`config.mk`:
```
export PLATFORM = sky130hd
export DESIGN_NAME = pc_fetch_unit_flat
export DESIGN_NICKNAME = d
export VERILOG_FILES = /design/src/rtl/pc_fetch_unit_if.sv /design/src/rtl/pc_fetch_unit.sv /design/src/flat_wrapper.sv
export SDC_FILE = /design/constraint.sdc
export NUM_CORES = 1
export LEC_CHECK = 0
export CORE_ASPECT_RATIO = 1.2
export CORE_UTILIZATION = 30
export CTS_CLUSTER_DIAMETER = 30
export CTS_CLUSTER_SIZE = 10
export DETAILED_ROUTE_END_ITERATION = 10
export PLACE_DENSITY = 0.69
export SYNTH_ARGS = -nofsm -noshare
export SYNTH_HDL_FRONTEND = slang
export SYNTH_SLANG_ARGS = --single-unit
```
`constraint.sdc`:
```
create_clock -name clk -period 5.8 [get_ports clk]
set_input_delay 1.16 -clock clk [delete_from_list [all_inputs] [get_ports clk]]
set_output_delay 1.16 -clock clk [all_outputs]
set_load 0.005 [all_outputs]
```
`src/rtl/pc_fetch_unit_if.sv`:
```
// Request/response bundle between decode and the program-counter stage.
// Decode drives redirect/control requests; the fetch unit returns PCinst and status.
interface pc_fetch_unit_if;
    logic       stall;
    logic       branch_taken;
    logic [4:0] branch_offset;
    logic       jump;
    logic [7:0] jump_target;
    logic       call;
    logic       ret;
    logic       halt;
    logic       resume;
    logic [7:0] PCinst;
    logic       pc_valid;
    logic       halted;
    logic       ras_err;

    modport master (
        output stall, branch_taken, branch_offset, jump, jump_target,
        output call, ret, halt, resume,
        input  PCinst, pc_valid, halted, ras_err
    );

    modport slave (
        input  stall, branch_taken, branch_offset, jump, jump_target,
        input  call, ret, halt, resume,
        output PCinst, pc_valid, halted, ras_err
    );
endinterface

```
`src/rtl/pc_fetch_unit.sv`:
```
// Program-counter stage: sequential, relative branch, absolute jump and halt, one address per clock.
// Define PC_RETURN_STACK_EN to add a RAS_DEPTH-entry return-address stack for call/ret.
module pc_fetch_unit #(
    parameter logic [7:0] RESET_VECTOR = 8'h00,
    parameter int         RAS_DEPTH    = 4
) (
    input logic            clk,
    input logic            rst,
    pc_fetch_unit_if.slave bus
);

    typedef enum logic [1:0] {BOOT, RUN, HALT} state_t;

    state_t     r_state;
    logic [7:0] r_pc;
    logic       r_valid;
    logic       r_halted;

    logic [7:0] w_pc_inc;
    logic [7:0] w_br_target;
    logic [7:0] w_top;
    logic       w_push;
    logic       w_pop;
    logic       w_ras_fault;

    assign w_pc_inc    = r_pc + 8'd1;
    assign w_br_target = r_pc + {{3{bus.branch_offset[4]}}, bus.branch_offset};

`ifdef PC_RETURN_STACK_EN
    localparam int IDX_W = $clog2(RAS_DEPTH);
    localparam int SP_W  = IDX_W + 1;

    logic [SP_W-1:0]  r_sp;
    logic [7:0]       r_stack [RAS_DEPTH];
    logic             r_ras_err;
    logic             w_free;
    logic             w_ret_req;
    logic             w_call_req;
    logic             w_full;
    logic             w_empty;
    logic [IDX_W-1:0] w_top_idx;

    // call/ret only act when no higher-priority request claims the cycle
    assign w_free      = (r_state == RUN) && !bus.halt && !bus.stall && !bus.jump;
    assign w_ret_req   = w_free && bus.ret;
    assign w_call_req  = w_free && !bus.ret && bus.call;
    assign w_full      = (r_sp == SP_W'(RAS_DEPTH));
    assign w_empty     = (r_sp == '0);
    assign w_push      = w_call_req && !w_full;
    assign w_pop       = w_ret_req && !w_empty;
    assign w_ras_fault = (w_call_req && w_full) || (w_ret_req && w_empty);
    assign w_top_idx   = IDX_W'(r_sp - 1'b1);
    assign w_top       = r_stack[w_top_idx];

    always_ff @(posedge clk) begin
        if (w_push) r_stack[r_sp[IDX_W-1:0]] <= w_pc_inc;
    end

    always_ff @(posedge clk or posedge rst) begin
        if (rst) begin
            r_sp      <= '0;
            r_ras_err <= 1'b0;
        end else begin
            r_ras_err <= w_ras_fault;
            if (w_push)     r_sp <= r_sp + 1'b1;
            else if (w_pop) r_sp <= r_sp - 1'b1;
        end
    end

    assign bus.ras_err = r_ras_err;
`else
    logic w_unused;

    assign w_unused    = ^{bus.call, bus.ret, 8'(RAS_DEPTH)};
    assign w_push      = 1'b0;
    assign w_pop       = 1'b0;
    assign w_ras_fault = 1'b0;
    assign w_top       = 8'h00;
    assign bus.ras_err = 1'b0;
`endif

    // Control FSM; PC and status flags are all registered here
    always_ff @(posedge clk or posedge rst) begin
        if (rst) begin
            r_state  <= BOOT;
            r_pc     <= RESET_VECTOR;
            r_valid  <= 1'b0;
            r_halted <= 1'b0;
        end else begin
            case (r_state)
                BOOT: begin
                    r_state <= RUN;
                    r_valid <= 1'b1;
                end
                RUN: begin
                    if (bus.halt) begin
                        r_state  <= HALT;
                        r_valid  <= 1'b0;
                        r_halted <= 1'b1;
                    end else if (bus.stall)        r_pc <= r_pc;
                    else if (bus.jump)             r_pc <= bus.jump_target;
                    else if (w_pop)                r_pc <= w_top;
                    else if (w_push)               r_pc <= bus.jump_target;
                    else if (w_ras_fault)          r_pc <= w_pc_inc;
                    else if (bus.branch_taken)     r_pc <= w_br_target;
                    else                           r_pc <= w_pc_inc;
                end
                HALT: begin
                    if (bus.resume && !bus.halt) begin
                        r_state  <= RUN;
                        r_valid  <= 1'b1;
                        r_halted <= 1'b0;
                    end
                end
                default: begin
                    r_state  <= BOOT;
                    r_valid  <= 1'b0;
                    r_halted <= 1'b0;
                end
            endcase
        end
    end

    assign bus.PCinst   = r_pc;
    assign bus.pc_valid = r_valid;
    assign bus.halted   = r_halted;

endmodule

```
`src/flat_wrapper.sv`:
```
// flat-port wrapper written by rule: the top's interface ports become plain ports
module pc_fetch_unit_flat 
#(
    parameter logic [7:0] RESET_VECTOR = 8'h00,
    parameter int         RAS_DEPTH    = 4
)
  (clk, rst, bus_stall, bus_branch_taken, bus_branch_offset, bus_jump, bus_jump_target, bus_call, bus_ret, bus_halt, bus_resume, bus_PCinst, bus_pc_valid, bus_halted, bus_ras_err);
  pc_fetch_unit_if bus_i ();
  input logic clk;
  input logic rst;
  input wire logic [$bits(bus_i.stall)-1:0] bus_stall;
  input wire logic [$bits(bus_i.branch_taken)-1:0] bus_branch_taken;
  input wire logic [$bits(bus_i.branch_offset)-1:0] bus_branch_offset;
  input wire logic [$bits(bus_i.jump)-1:0] bus_jump;
  input wire logic [$bits(bus_i.jump_target)-1:0] bus_jump_target;
  input wire logic [$bits(bus_i.call)-1:0] bus_call;
  input wire logic [$bits(bus_i.ret)-1:0] bus_ret;
  input wire logic [$bits(bus_i.halt)-1:0] bus_halt;
  input wire logic [$bits(bus_i.resume)-1:0] bus_resume;
  output wire logic [$bits(bus_i.PCinst)-1:0] bus_PCinst;
  output wire logic [$bits(bus_i.pc_valid)-1:0] bus_pc_valid;
  output wire logic [$bits(bus_i.halted)-1:0] bus_halted;
  output wire logic [$bits(bus_i.ras_err)-1:0] bus_ras_err;
  assign bus_i.stall = bus_stall;
  assign bus_i.branch_taken = bus_branch_taken;
  assign bus_i.branch_offset = bus_branch_offset;
  assign bus_i.jump = bus_jump;
  assign bus_i.jump_target = bus_jump_target;
  assign bus_i.call = bus_call;
  assign bus_i.ret = bus_ret;
  assign bus_i.halt = bus_halt;
  assign bus_i.resume = bus_resume;
  assign bus_PCinst = bus_i.PCinst;
  assign bus_pc_valid = bus_i.pc_valid;
  assign bus_halted = bus_i.halted;
  assign bus_ras_err = bus_i.ras_err;
  pc_fetch_unit #(.RESET_VECTOR(RESET_VECTOR), .RAS_DEPTH(RAS_DEPTH)) u_core (.clk(clk), .rst(rst), .bus(bus_i));
endmodule
```
# Yosys cells after proc, flatten, opt, wreduce, memory -nomap -nowiden
# Index checks and enable logic that the tools add are counted.
# op_classes
addsub	2
n_mux	11
n_eq_ne	4
reduce_logical	6
bitwise_logic	3
# ops
cell	count
$mux W8	2
$add A8 B1 Y8 const B	1
$add A8 B8 Y8	1
$pmux W1 S3	2
$pmux W2 S3	1
$reduce_and A3 Y1	2
$mux W1	4
$mux W2	2
$not A1 Y1	3
$eq A2 B1 Y1 const B	1
$eq A2 B2 Y1 const B	1
$logic_not A2 Y1	1
$ne A2 B1 Y1 const B	1
$ne A2 B2 Y1 const B	1
$reduce_and A2 Y1	1
$logic_and A1 B1 Y1	1
$logic_not A1 Y1	1
# word_totals
output_inout_bits	11
elab_cells	30
register_bits	12

# Longest topological paths before layout
# Gate-level depths: netlist of run 1.
# logic_depth
depth_word	4
depth_mapped	9
ltp_nobuf	9

# Worst setup path before layout of run 1
# OpenSTA, ideal clock, no wires.
# synth_path
kind	in2reg
startpoint	in bus_branch_offset[0]
endpoint	reg u_core.r_pc[4] (netlist: u_core.bus.PCinst[4])
slack_ns	2.924
cell_stages	9
n_path_buf	0
setup_ns	0.126
required_time_ns	5.674
arrival_time_ns	2.750
path_cell_list	nand2b_1 ha_1 inv_1 fa_1 nand2b_1 a21oi_1 xor2_1 nor4_1 a311o_1
# synth_via
elab_chain_cells	3
# synth_lines
item	line_no	text
start, declared	flat_wrapper.sv:13	input wire logic [$bits(bus_i.branch_offset)-1:0] bus_branch_offset;
$add A8 B8 Y8	pc_fetch_unit.sv:27	assign w_br_target = r_pc + {{3{bus.branch_offset[4]}}, bus.branch_offset};
$mux W8	pc_fetch_unit.sv:105	else if (bus.branch_taken) r_pc <= w_br_target;
$mux W8	pc_fetch_unit.sv:101	else if (bus.jump) r_pc <= bus.jump_target;
end signal, assigned	pc_fetch_unit.sv:101	
end signal, assigned	pc_fetch_unit.sv:102	else if (w_pop) r_pc <= w_top;
end signal, assigned	pc_fetch_unit.sv:105	
end, declared	pc_fetch_unit.sv:15	logic [7:0] r_pc;
# No other way between the ends.
# A chain may end at the register's enable or synchronous reset.

# Worst setup path after layout of run 1
# layout_path
startpoint	in bus_branch_taken
endpoint	reg u_core.r_pc[4] (netlist: u_core.bus.PCinst[4])
# layout_via
elab_chain_cells	2
# layout_lines
item	line_no	text
start, declared	flat_wrapper.sv:12	input wire logic [$bits(bus_i.branch_taken)-1:0] bus_branch_taken;
$mux W8	pc_fetch_unit.sv:105	
$mux W8	pc_fetch_unit.sv:101	
# No other way between the ends.

==> results of run 1 <==
==> registers in the layout (all words and copies together), names as in the netlist <==
signal,flops
u_core.r_state,1
u_core.bus.halted,1
u_core.bus.PCinst,8
u_core.bus.pc_valid,1
==> layout by cell type, fill, tap and decap left out, types with 3 or more instances in the layout <==
cell             netlist  final
mux2i_1                5      5
nand2b_1               5      5
nand2_1                9      9
nor3_1                 4      4
nor2_1                 5      5
a21oi_1                9      9
o21ai_1                4      4
clkbuf_4               0      3
inv_1                  5      5
dfrtp_1               11     11
clkdlybuf4s50_1        0     29
ha_1                   4      4
==> worst register-to-register path: stages (launching register included) <==
cell and delay [ps]:
dfrtp_1 370, ha_1 210, inv_1 70, fa_1 400
nand2b_1 160, a21oi_1 260, xor2_1 240, nor4_1 70
a311o_1 330
==> power breakdown <==
group	internal, mW	switching, mW	total, mW
registers	0.113	0.0452	0.158
logic	0.141	0.0992	0.240
clock network	0.0266	0.0244	0.0510
==> layer usage <==
layer,track usage,up-vias,part of all wire
li1,-,399,-
met1,0.1426,362,0.41
met2,0.2741,13,0.55
met3,0.02564,2,0.033
met4,0.09388,0,0.0048
met5,0,-,0
==> how the worst max path moves through the flow <==
stage	to	from	depth (start not counted)
after floorplan	u_core.bus.PCinst[4]	bus_branch_offset[0]	9
after global placement	u_core.bus.PCinst[4]	bus_branch_taken	10
after detailed placement	u_core.bus.PCinst[4]	bus_branch_taken	10
after CTS	u_core.bus.PCinst[4]	bus_branch_taken	10
after global routing	u_core.bus.PCinst[4]	bus_branch_taken	10
final	u_core.bus.PCinst[4]	bus_branch_taken	10
==> stage by stage <==
step / util / area [um^2]
after floorplan: - / 820.8
after global placement: 0.4412 / 1126
after detailed placement: 0.4412 / 1126
after CTS: 0.4515 / 1152
after global routing: 0.4515 / 1152
final: 0.4515 / 1152
==> layout make-up <==
class                      instances  area (um^2)
clock buffer                       4        26.28
fill                             269         1400
inverter                           5        18.77
multi-input combinational         74        500.5
sequential                        11        275.3
tap                               33        41.29
timing repair buffer              29        290.3
==> kinds of logic (layout without fill, tap and decap cells) <==
| family | count (synthesis) | in the layout | synth area share |
|---|---|---|---|
| AO/OA/AOI/OAI | 25 | 25 | 0.1890 |
| flip-flops | 11 | 11 | 0.3354 |
| other | 1 | 1 | 0.004569 |
| buffers and inverters | 9 | 38 | 0.05489 |
| multiplexers | 5 | 5 | 0.06098 |
| XOR/XNOR | 2 | 2 | 0.02135 |
| adder cells (fa/ha/maj) | 5 | 5 | 0.08537 |
| AND/OR/NAND/NOR | 36 | 36 | 0.2485 |
==> results.yml, run 1 <==
outcome:
  outcome: "complete, no violations"
sta:
  fin_crit_sh: 0.5760
  hold_viol_final: 0
  period_needed_ps: 3341
  fmax_mhz: 299.4
  max_slew_margin: 0.5788
  slew_viol_final: 0
  hold_ws_ps: 532.5
  worst_pin_slew_ps: 630.1
  fin_worst_skew_ps: 0.3483
  setup_tns_ps: 0
  rsz0062_at_grt: "no"
  setup_violations: 0
  fin_ws_ps: 2459
clocking:
  cts_buffers: 3
  tritoncts: "built"
  cts_buffer_depth: 2
  cts_resized: 0
  cts_num_sinks: 11
  cts_root_buf: "clkbuf_4"
  h-tree-depth: 1
  postCtsSetupBuffers: 0
  clk_pin_slew_ps: 70
  cts_hold_buf: 0
  clock_latency_ps: 260
place:
  hpwl_mm: 1.528
  numPortBuffers: 29
  dp_slack_ps: 2190
  placed_cells: 152
  gp_congestion: 0.8099
synth:
  synth_area_leaders: "dfrtp_1 34%, ha_1 6.1%, mux2i_1 6.1%"
  seq_area_frac_synth: 0.3354
  syn_area_per_cell_um2: 8.732
  synthCells: 94
  netlist_area_um2: 820.8
  synth_ff_type: "dfrtp_1"
  yosysMostFrequentCell: "dfrtp_1"
  synth_top_area_frac: 0.3354
  syn_nets: 121
  yosys.area.top_type: "dfrtp_1"
  synth_edf_count: 0
  synth.cells.most_frequent: "11 x dfrtp_1, 9 x a21oi_1, 9 x nand2_1"
  ys_warn_count: 0
  ys_types: 36
  async_flop_share: 1.000
  synth_seq_cells: 11
setup_path:
  worstPathMaxFanout: 5
  cp-start-kind: "primary input"
  arrival_ps: 3490
  critPathKind: "in -> reg"
  r2r_start: "u_core.bus.PCinst[0]"
  r2r_end: "u_core.bus.PCinst[4]"
  cp_cell_sequence: "clkdlybuf4s50_1, nand2b_1, ha_1, inv_1, fa_1, nand2b_1, a21oi_1, xor2_1, nor4_1, a311o_1"
  critPathSlowestCell: "clkdlybuf4s50_1"
  cp-end-kind: "flop"
  path_buf_inv: 2
  critPathMostFrequentCell: "nand2b_1"
  required_ps: 5950
  worst-r2r-cell-count: 8
  cp_top_family: "adder cells"
  cp_slowest_stage_delay_ps: 480
  reg2reg_setup_slack_ps: 3570
global_route:
  grt_max_degree: 14
  grt_pass1_wl_mm: 3.236
  track_usage: 0.1442
  grt_pass1_vias: 824
  antenna_found_initial: 0
  gr-total-overflow: 0
route:
  routed_wl_mm: 1.890
  num_vias: 776
  drt_iter0_drc: 5
  ant_nets: 0
  first_pass_iters: 4
  drt-vias-per-instance: 4.974
  wl_per_cell_um: 12.12
  drc_errors: 0
layout:
  final-instance-count-excl-fill: 156
  n_antenna_cell: 0
  area.growth.synth_to_final_pct: 40.40
  drive_above_1_share: 0.04878
  num-nets-final: 151
floorplanning:
  fp.dieH_um: 59.30
  row_count: 20
  initial_utilization: 0.3216
  io_pins: 33
  core_area_um2: 2552
  die_area_um2: 2950
  dieWidth_um: 49.75
pwr:
  p_leak_nw: 0.4950
  vdd_drop_max_mv: 0.2221
  finalPower_mw: 0.4489
  powerDensity_nw_per_um2: 389.6
worst_hold_path:
  holdPathStages: 2
  holdPathEnd: "u_core.bus.PCinst[0]"
  hp-start: "u_core.bus.PCinst[0]"
  min_path_type: "reg -> reg"
job:
  maxCapViolCount: 0
(Power assumes the default switching activity.)
==> run 2: changes to the inputs <==
- PLACE_DENSITY: 0.69 -> 0.71
- clock period: 5.8 -> 2.8 ns (I/O delays scaled with it)
==> results.yml, run 2 (synthesis gave the netlist of run 1 again) <==
outcome:
  outcome: "complete, no violations"
layout:
  layout_common_cells: "29 x clkdlybuf4s50_1, 11 x dfrtp_1, 9 x nand2_1, 9 x a21oi_1"
  drive_above_1_share: 0.07874
  nFillCells: 263
  n_antenna_cell: 0
  final_common_cell: "clkdlybuf4s50_1"
  design_area_um2: 1182
  area.growth.synth_to_final_pct: 44.05
  num-nets-final: 155
  largest_reg_flops: 8
  final-instance-count-excl-fill: 160
sta:
  fin_crit_sh: 0.9238
  hold_viol_final: 0
  slew_viol_final: 0
  max_slew_margin: 0.5851
  fin_worst_skew_ps: 6.756
  rsz0062_at_grt: "no"
  setup_violations: 0
  worst_pin_slew_ps: 620.7
  fmax_mhz: 386.6
  period_needed_ps: 2587
floorplanning:
  fp.dieH_um: 59.30
  initial_utilization: 0.3216
  io_pins: 33
  row_count: 20
  die_area_um2: 2950
  dieWidth_um: 49.75
  core_area_um2: 2552
pwr:
  p_leak_nw: 0.5149
  vdd_drop_max_mv: 0.4623
  powerDensity_nw_per_um2: 804.2
setup_path:
  critPathMostFrequentCell: "nand2b_1"
  r2r_end: "u_core.bus.PCinst[4]"
  r2r_start: "u_core.bus.PCinst[0]"
  path_buf_inv: 2
  worstPathMaxFanout: 3
  critPathKind: "in -> reg"
  cp-end-kind: "flop"
  arrival_ps: 2740
  cp_top_family: "adder cells"
  reg2reg_setup_slack_ps: 680
  worst-r2r-cell-count: 8
  required_ps: 2950
  critPathSlowestCell: "clkdlybuf4s50_1"
  cp-start-kind: "primary input"
  cp_slowest_stage_delay_ps: 450
  cp_cell_sequence: "clkdlybuf4s50_1, nand2b_1, ha_1, inv_1, fa_1, nand2b_1, a21oi_1, xor2_1, nor4_1, a311o_1"
global_route:
  grt_max_degree: 14
  grt_pass1_wl_mm: 3.277
  grt_pass1_vias: 818
  antenna_found_initial: 0
  track_usage: 0.1436
  gr-total-overflow: 0
job:
  maxCapViolCount: 0
clocking:
  cts_hold_buf: 0
  h-tree-depth: 1
  cts_resized: 0
  clk_pin_slew_ps: 70
  cts_buffers: 3
  cts_num_sinks: 11
  postCtsSetupBuffers: 0
  cts_buffer_depth: 2
  clock_latency_ps: 260
  cts_root_buf: "clkbuf_4"
  tritoncts: "built"
route:
  ant_nets: 0
  num_vias: 807
  drt-vias-per-instance: 5.044
  first_pass_iters: 4
  routed_wl_mm: 1.924
  wl_per_cell_um: 12.03
  dr_wl_met2_um: 992
  drt_iter0_drc: 12
  detail_route.wirelength.met1_um: 828
  met3RoutedLength_um: 97
  topRoutingLayerUsed: "met4"
  drc_errors: 0
worst_hold_path:
  holdPathStages: 2
  min_path_type: "reg -> reg"
  holdPathEnd: "u_core.bus.PCinst[0]"
  hp-start: "u_core.bus.PCinst[0]"
place:
  hpwl_mm: 1.555
  dpl_cell_area_um2: 1156
  numPortBuffers: 29
  placed_cells: 156
  gp_congestion: 0.6963
==> run 2: layout make-up <==
type                    instances  area (um^2)  share of cell area
multi-input cells              74        500.5              0.4233
repair buffers                 33        320.3              0.2709
flip-flops and latches         11        275.3              0.2328
well taps                      33        41.29             0.03492
clock buffers                   4        26.28             0.02222
inverters                       5        18.77             0.01587
==> run 2: worst register-to-register path: stages (launching register included) <==
cell and delay (ps):
dfrtp_1 370, ha_1 180, inv_1 60, fa_1 390, nand2b_1 160, a21oi_1 210
xor2_1 250, nor4_1 80, a311o_1 320
==> run 2: per-layer routing <==
metal,track usage,vias to the layer above
li1,-,406
met2,0.2606,26
met4,0.06531,0
met5,0,-
met1,0.1744,373
met3,0.007692,2
==> run 2: worst max-delay path by stage <==
stage,depth (start not counted),endpoint,start
floorplan,9,u_core.bus.PCinst[4],bus_branch_offset[0]
CTS,10,u_core.bus.PCinst[4],bus_branch_offset[0]
global route,10,u_core.bus.PCinst[4],bus_branch_taken
finish,10,u_core.bus.PCinst[4],bus_branch_taken
detailed placement,11,u_core.bus.PCinst[6],bus_branch_offset[0]
global placement,11,u_core.bus.PCinst[6],bus_branch_offset[0]
==> run 2: per-stage QoR <==
| step | hold slack, ps | power (mW) | setup slack (ps) | util | setup TNS (ps) |
|---|---|---|---|---|---|
| after CTS | 547.4 | 0.9592 | 223.6 | 0.4632 | 0 |
| after global placement | 512.6 | 0.8299 | -39.86 | 0.4529 | -71.75 |
| after global routing | 585.3 | 1.036 | 32.82 | 0.4632 | 0 |
| after detailed placement | 532.1 | 0.8471 | -56.63 | 0.4529 | -111.9 |
| after floorplan | 412.4 | 0.6068 | 523.9 | - | 0 |
| final | 550.5 | 0.9509 | 213.3 | 0.4632 | 0 |
==> run 2: report_power, final <==
| part | leakage (nW) | internal [mW] | switching [mW] | total [mW] |
|---|---|---|---|---|
| clock network | 0.0150 | 0.0551 | 0.0511 | 0.106 |
| registers | 0.130 | 0.233 | 0.0937 | 0.327 |
| logic | 0.370 | 0.306 | 0.211 | 0.518 |
| total | 0.515 | 0.595 | 0.356 | 0.951 |
==> run 3: changes to the inputs <==
- ABC_CLOCK_PERIOD_IN_PS: unset -> 2800
- CORE_UTILIZATION: 30 -> 38
- PLACE_DENSITY: 0.71 -> 0.85
==> results.yml, run 3 (synthesis gave the netlist of run 1 again) <==
setup_path:
  worstPathMaxFanout: 3
  worst-r2r-cell-count: 8
  cp_slowest_stage_delay_ps: 450
  crit_start: "bus_branch_taken"
  critPathMostFrequentCell: "nand2b_1"
  r2r_end: "u_core.bus.PCinst[4]"
  r2r_start: "u_core.bus.PCinst[0]"
  reg2reg_setup_slack_ps: 730
  cp_cell_sequence: "clkdlybuf4s50_1, nand2b_1, ha_1, inv_1, fa_1, nand2b_1, a21oi_1, xor2_1, nor4_1, a311o_1"
  critPathSlowestCell: "clkdlybuf4s50_1"
  arrival_ps: 2670
  required_ps: 2940
  critPathCapture: "u_core.bus.PCinst[4]"
  critPathKind: "in -> reg"
  cp-end-kind: "flop"
  cp-start-kind: "primary input"
global_route:
  grt_pass1_wl_mm: 3.049
  grt_pass1_vias: 743
  track_usage: 0.1726
  gr-total-overflow: 0
  antenna_found_initial: 0
  grt_max_degree: 14
clocking:
  cts_root_buf: "clkbuf_4"
  cts_resized: 0
  tritoncts: "built"
  cts_buffer_depth: 2
  clock_latency_ps: 260
  cts_num_sinks: 11
  cts_buffers: 3
  h-tree-depth: 1
  clk_pin_slew_ps: 70
  cts_hold_buf: 0
  postCtsSetupBuffers: 0
sta:
  hold_viol_final: 0
  max_slew_margin: 0.6000
  fin_crit_sh: 0.9027
  fin_worst_skew_ps: 3.179
  period_needed_ps: 2528
  rsz0062_at_grt: "no"
  worst_pin_slew_ps: 598.5
  fmax_mhz: 395.6
  hold_ws_ps: 537.4
  setup_violations: 0
  slew_viol_final: 0
layout:
  drive_above_1_share: 0.08594
  final_common_cell: "clkdlybuf4s50_1"
  finish.utilization: 0.5788
  final-instance-count-excl-fill: 158
  area.growth.synth_to_final_pct: 44.51
  nFillCells: 175
  num-nets-final: 156
  design_area_um2: 1186
  layout_common_cells: "29 x clkdlybuf4s50_1, 11 x dfrtp_1, 9 x nand2_1, 9 x a21oi_1"
  n_antenna_cell: 0
  largest_reg_flops: 8
job:
  maxCapViolCount: 0
floorplanning:
  fp.dieH_um: 52.91
  io_pins: 33
  die_area_um2: 2351
  dieWidth_um: 44.43
  core_area_um2: 2049
  row_count: 18
  initial_utilization: 0.4005
route:
  ant_nets: 0
  routed_wl_mm: 1.762
  num_vias: 776
  drt_iter0_drc: 12
  first_pass_iters: 4
  drc_errors: 0
  wl_per_cell_um: 11.15
  drt-vias-per-instance: 4.911
place:
  numPortBuffers: 29
  gp_congestion: 0.8133
  placed_cells: 154
  hpwl_mm: 1.449
  dpl_cell_area_um2: 1160
outcome:
  outcome: "complete, no violations"
pwr:
  vdd_drop_max_mv: 0.5011
  powerDensity_nw_per_um2: 796.6
  p_leak_nw: 0.5195
worst_hold_path:
  min_path_type: "reg -> reg"
run 3: changes by cell type in the layout (fill, tap and decap cells not counted), sizes merged:
cell	change
buf	+1
run 3: metrics by stage:
step	power, mW	setup slack (ps)	TNS (ps)
after floorplan	0.6068	523.9	0
after global placement	0.8265	-18.94	-18.94
after detailed placement	0.8467	-16.10	-16.10
after CTS	0.9557	248.1	0
after global routing	1.041	112.7	0
final	0.9448	272.3	0
run 3: per-layer routing:
layer,up-vias,global-route usage,share of wire
met2,16,0.2990,0.52
met1,350,0.2173,0.44
met4,0,0.06061,0.0068
li1,408,-,-
met5,-,0,0
met3,2,0.02048,0.033
run 3: report_power, final:
part | internal, mW | leakage [nW] | total (mW) | switching, mW
Clock | 0.0549 | 0.0150 | 0.103 | 0.0483
Sequential | 0.233 | 0.130 | 0.322 | 0.0883
Combinational | 0.312 | 0.375 | 0.520 | 0.208
Total | 0.601 | 0.520 | 0.945 | 0.344
run 3: area by class of cell:
type	instances	area, um^2	area share
clock buffer	4	26.28	0.02215
sequential	11	275.3	0.2321
inverter	5	18.77	0.01582
timing repair buffer	34	327.8	0.2764
tap	30	37.54	0.03165
multi-input combinational	74	500.5	0.4219
run 3: worst max-delay path: cells and delay by family:
| kind | cells | cell delay, ps |
|---|---|---|
| adders and majority gates | 2 | 530 |
| buffers and inverters | 2 | 510 |
| AOI/OAI and AO/OA | 2 | 510 |
| and+or+nand+nor | 3 | 320 |
| xor gates and xnor gates | 1 | 240 |
run 3: worst min-delay path by stage:
stage	endpoint	slack, ps	cells after the start	start
2_1_floorplan	u_core.bus.PCinst[0]	410	1	rst
3_3_place_gp	u_core.bus.PCinst[0]	510	2	u_core.bus.PCinst[0]
3_5_place_dp	u_core.bus.halted	520	2	u_core.bus.halted
4_1_cts	u_core.bus.PCinst[2]	540	2	u_core.bus.PCinst[2]
5_1_grt	u_core.bus.halted	560	2	u_core.bus.halted
6_report	u_core.bus.PCinst[0]	540	2	u_core.bus.PCinst[0]
==> patch, RTL diff (config.mk and constraints of run 1) <==
Build with the macro `PC_RETURN_STACK_EN` defined.
--- a/src/rtl/pc_fetch_unit.sv
+++ b/src/rtl/pc_fetch_unit.sv
@@ -1,5 +1,7 @@
 // Program-counter stage: sequential, relative branch, absolute jump and halt, one address per clock.
 // Define PC_RETURN_STACK_EN to add a RAS_DEPTH-entry return-address stack for call/ret.
+`define PC_RETURN_STACK_EN
+
 module pc_fetch_unit #(
     parameter logic [7:0] RESET_VECTOR = 8'h00,
     parameter int         RAS_DEPTH    = 4
Check against the original RTL: not equivalent (Yosys sat finds a counterexample within 4 cycles, from zero or initial values and one cycle with rst high).
==> patch against run 1 <==
Synthesized area rose to 3.3 times the old value; maximum frequency fell by 0.24%; critical path type unchanged; power grew to 3.0 times the old value; global-route usage shrank 0.23 points; setup slack worse by 0.0079 ns; via count increased to 2.6 times the old value; design area rose to 2.8 times the old value; routed wire length increased to 3.3 times the old value; combinational power grew 140%; sequential cell count up 37; final cell count is 140% higher; clock power rose to 4.2 times the old value.
==> patch: results (changes against run 1) <==
[metrics] final core utilization: 37.5% (was 45.1%)
[metrics] Syn Nets: 266 (was 121)
[metrics] H-tree depth reported by CTS: 2 (was 1)
[metrics] DP HPWL: 4730 um (was 1530 um)
[metrics] arrival time at the worst endpoint: 3.30 ns (was 3.49 ns)
[metrics] worst slack at placement: 1.79 ns (was 2.19 ns)
[metrics] cell count after synthesis: 230 (was 94)
[metrics] Multi-In Gates: 162 (was 74)
[metrics] wire length of the first global-routing pass: 10100 um (was 3240 um)
[metrics] Cell Count, Final, Fillers Out: 382 (was 156)
[metrics] peak supply drop: 129 uV (was 222 uV)
[metrics] slew at the pin closest to its max-slew limit: 1.06 ns (was 0.630 ns)
[metrics] Clock Network Area Fraction: 2.97% (was 2.28%)
[metrics] number of buffers created by CTS: 5 (was 3)
[metrics] P per Cell Area: 420 mW/mm2 (was 390 mW/mm2)
[metrics] number of DRC violations after detailed-routing iteration 0: 121 (was 5)
[metrics] distinct cell type count of the synthesized netlist: 51 (was 36)
[metrics] top cells by area, synth: sky130_fd_sc_hd__edfxtp_1 35%, sky130_fd_sc_hd__dfrtp_1 15%, sky130_fd_sc_hd__mux4_2 6.7% (was sky130_fd_sc_hd__dfrtp_1 34%, sky130_fd_sc_hd__ha_1 6.1%, sky130_fd_sc_hd__mux2i_1 6.1%)
[metrics] delay of the slowest critical-path stage: 0.83 ns (was 0.48 ns)
[metrics] Static Leakage: 1.20 nW (was 0.495 nW)
[metrics] largest net degree at the start of global routing: 17 (was 14)
[metrics] Cell Count Post-Placement: 373 (was 152)
[metrics] global placement routability congestion: 0.840 (was 0.810)
[metrics] Post-synth ARST share: 33.3% (was 100%)
[metrics] buffers added on ports: 32 (was 29)
[metrics] area fraction in compound gates after synthesis: 15.7% (was 18.9%)
[metrics] adder and majority cell fraction of the synthesized area: 6.75% (was 8.54%)
[metrics] Final Skew: 0.0152 ns (was 0.000348 ns)
[metrics] non-clock buffer area fraction after layout: 10.1% (was 25.2%)
[metrics] Seq/total area: 41.9% (was 23.9%)
[metrics] vias in the first global route: 2089 (was 824)
[metrics] gr usage total: 14.2% (was 14.4%)
[metrics] Clock Buffer Count: 6 (was 4)
[metrics] status: completed (unchanged)
[metrics] area share of xor/xnor cells in the synthesized design: 3.56% (was 2.13%)
[metrics] fraction of synthesized area in multiplexers: 7.39% (was 6.10%)
[metrics] clock root cell: sky130_fd_sc_hd__clkbuf_8 (was sky130_fd_sc_hd__clkbuf_4)
[metrics] commonest cells in the synthesized netlist: 32 x sky130_fd_sc_hd__edfxtp_1, 16 x sky130_fd_sc_hd__dfrtp_1, 15 x sky130_fd_sc_hd__a21oi_1, 15 x sky130_fd_sc_hd__nand2_1, 14 x sky130_fd_sc_hd__inv_1 (was 11 x sky130_fd_sc_hd__dfrtp_1, 9 x sky130_fd_sc_hd__a21oi_1, 9 x sky130_fd_sc_hd__nand2_1)
[metrics] sequential area share after synthesis: 50.3% (was 33.5%)
[metrics] Clk pin slew, worst setup/hold paths: 0.10 ns (was 0.07 ns)
[metrics] multi-input combinational cell area: 0.00126 mm2 (was 500 um2)
patch: cell count changes after synthesis, sizes merged, moves of 7 or more:
cell	before	now
inv	5	14
nand2	9	16
mux4	0	8
nand3	1	8
edfxtp	0	32
ha	4	13
patch: power breakdown:
group	total, mW	switching [mW]	internal [mW]
Combinational	0.587	0.304	0.283
Sequential	0.564	0.0927	0.471
Clock	0.212	0.114	0.0976
patch: final timing paths:
path	cells past startpoint	end	slack [ns]	start
min	2	u_core.bus.halted$_DFFE_PP0P_	0.57	u_core.bus.halted$_DFFE_PP0P_
min in group asynchronous	2	u_core.bus.pc_valid$_DFFE_PP0P_	1.24	rst
min reg2reg	2	u_core.bus.halted$_DFFE_PP0P_	0.57	u_core.bus.halted$_DFFE_PP0P_
max in group asynchronous	2	u_core.r_sp[1]$_DFFE_PP0P_	4.12	rst
max reg2reg	4	u_core.r_stack[2][1]$_DFFE_PP_	2.75	u_core.r_sp[0]$_DFFE_PP0P_
max	4	u_core.r_stack[2][1]$_DFFE_PP_	2.45	bus_ret
patch: metal layers:
layer | track usage (%) | vias up | wire length, um
met5 | 0 | - | 0
met3 | 2.80 | 13 | 274
met4 | 6.11 | 0 | 138
li1 | - | 955 | -
met1 | 16.7 | 988 | 2630
met2 | 24.6 | 58 | 3120
patch: critical path, delay by kind of cell:
family	cells	cell delay, ns
AO/OA/AOI/OAI	1	0.83
AND/OR/NAND/NOR	2	0.80
buffers and inverters	1	0.52
patch: kinds of logic (layout without fill, tap and decap cells):
family                   count (synthesis)  in the layout
AND/OR/NAND/NOR                         64             64
AO/OA/AOI/OAI                           63             63
flip-flops                              48             48
buffers and inverters                   20             55
adder cells (fa/ha/maj)                 14             14
XOR/XNOR                                11             11
multiplexers                            10             10
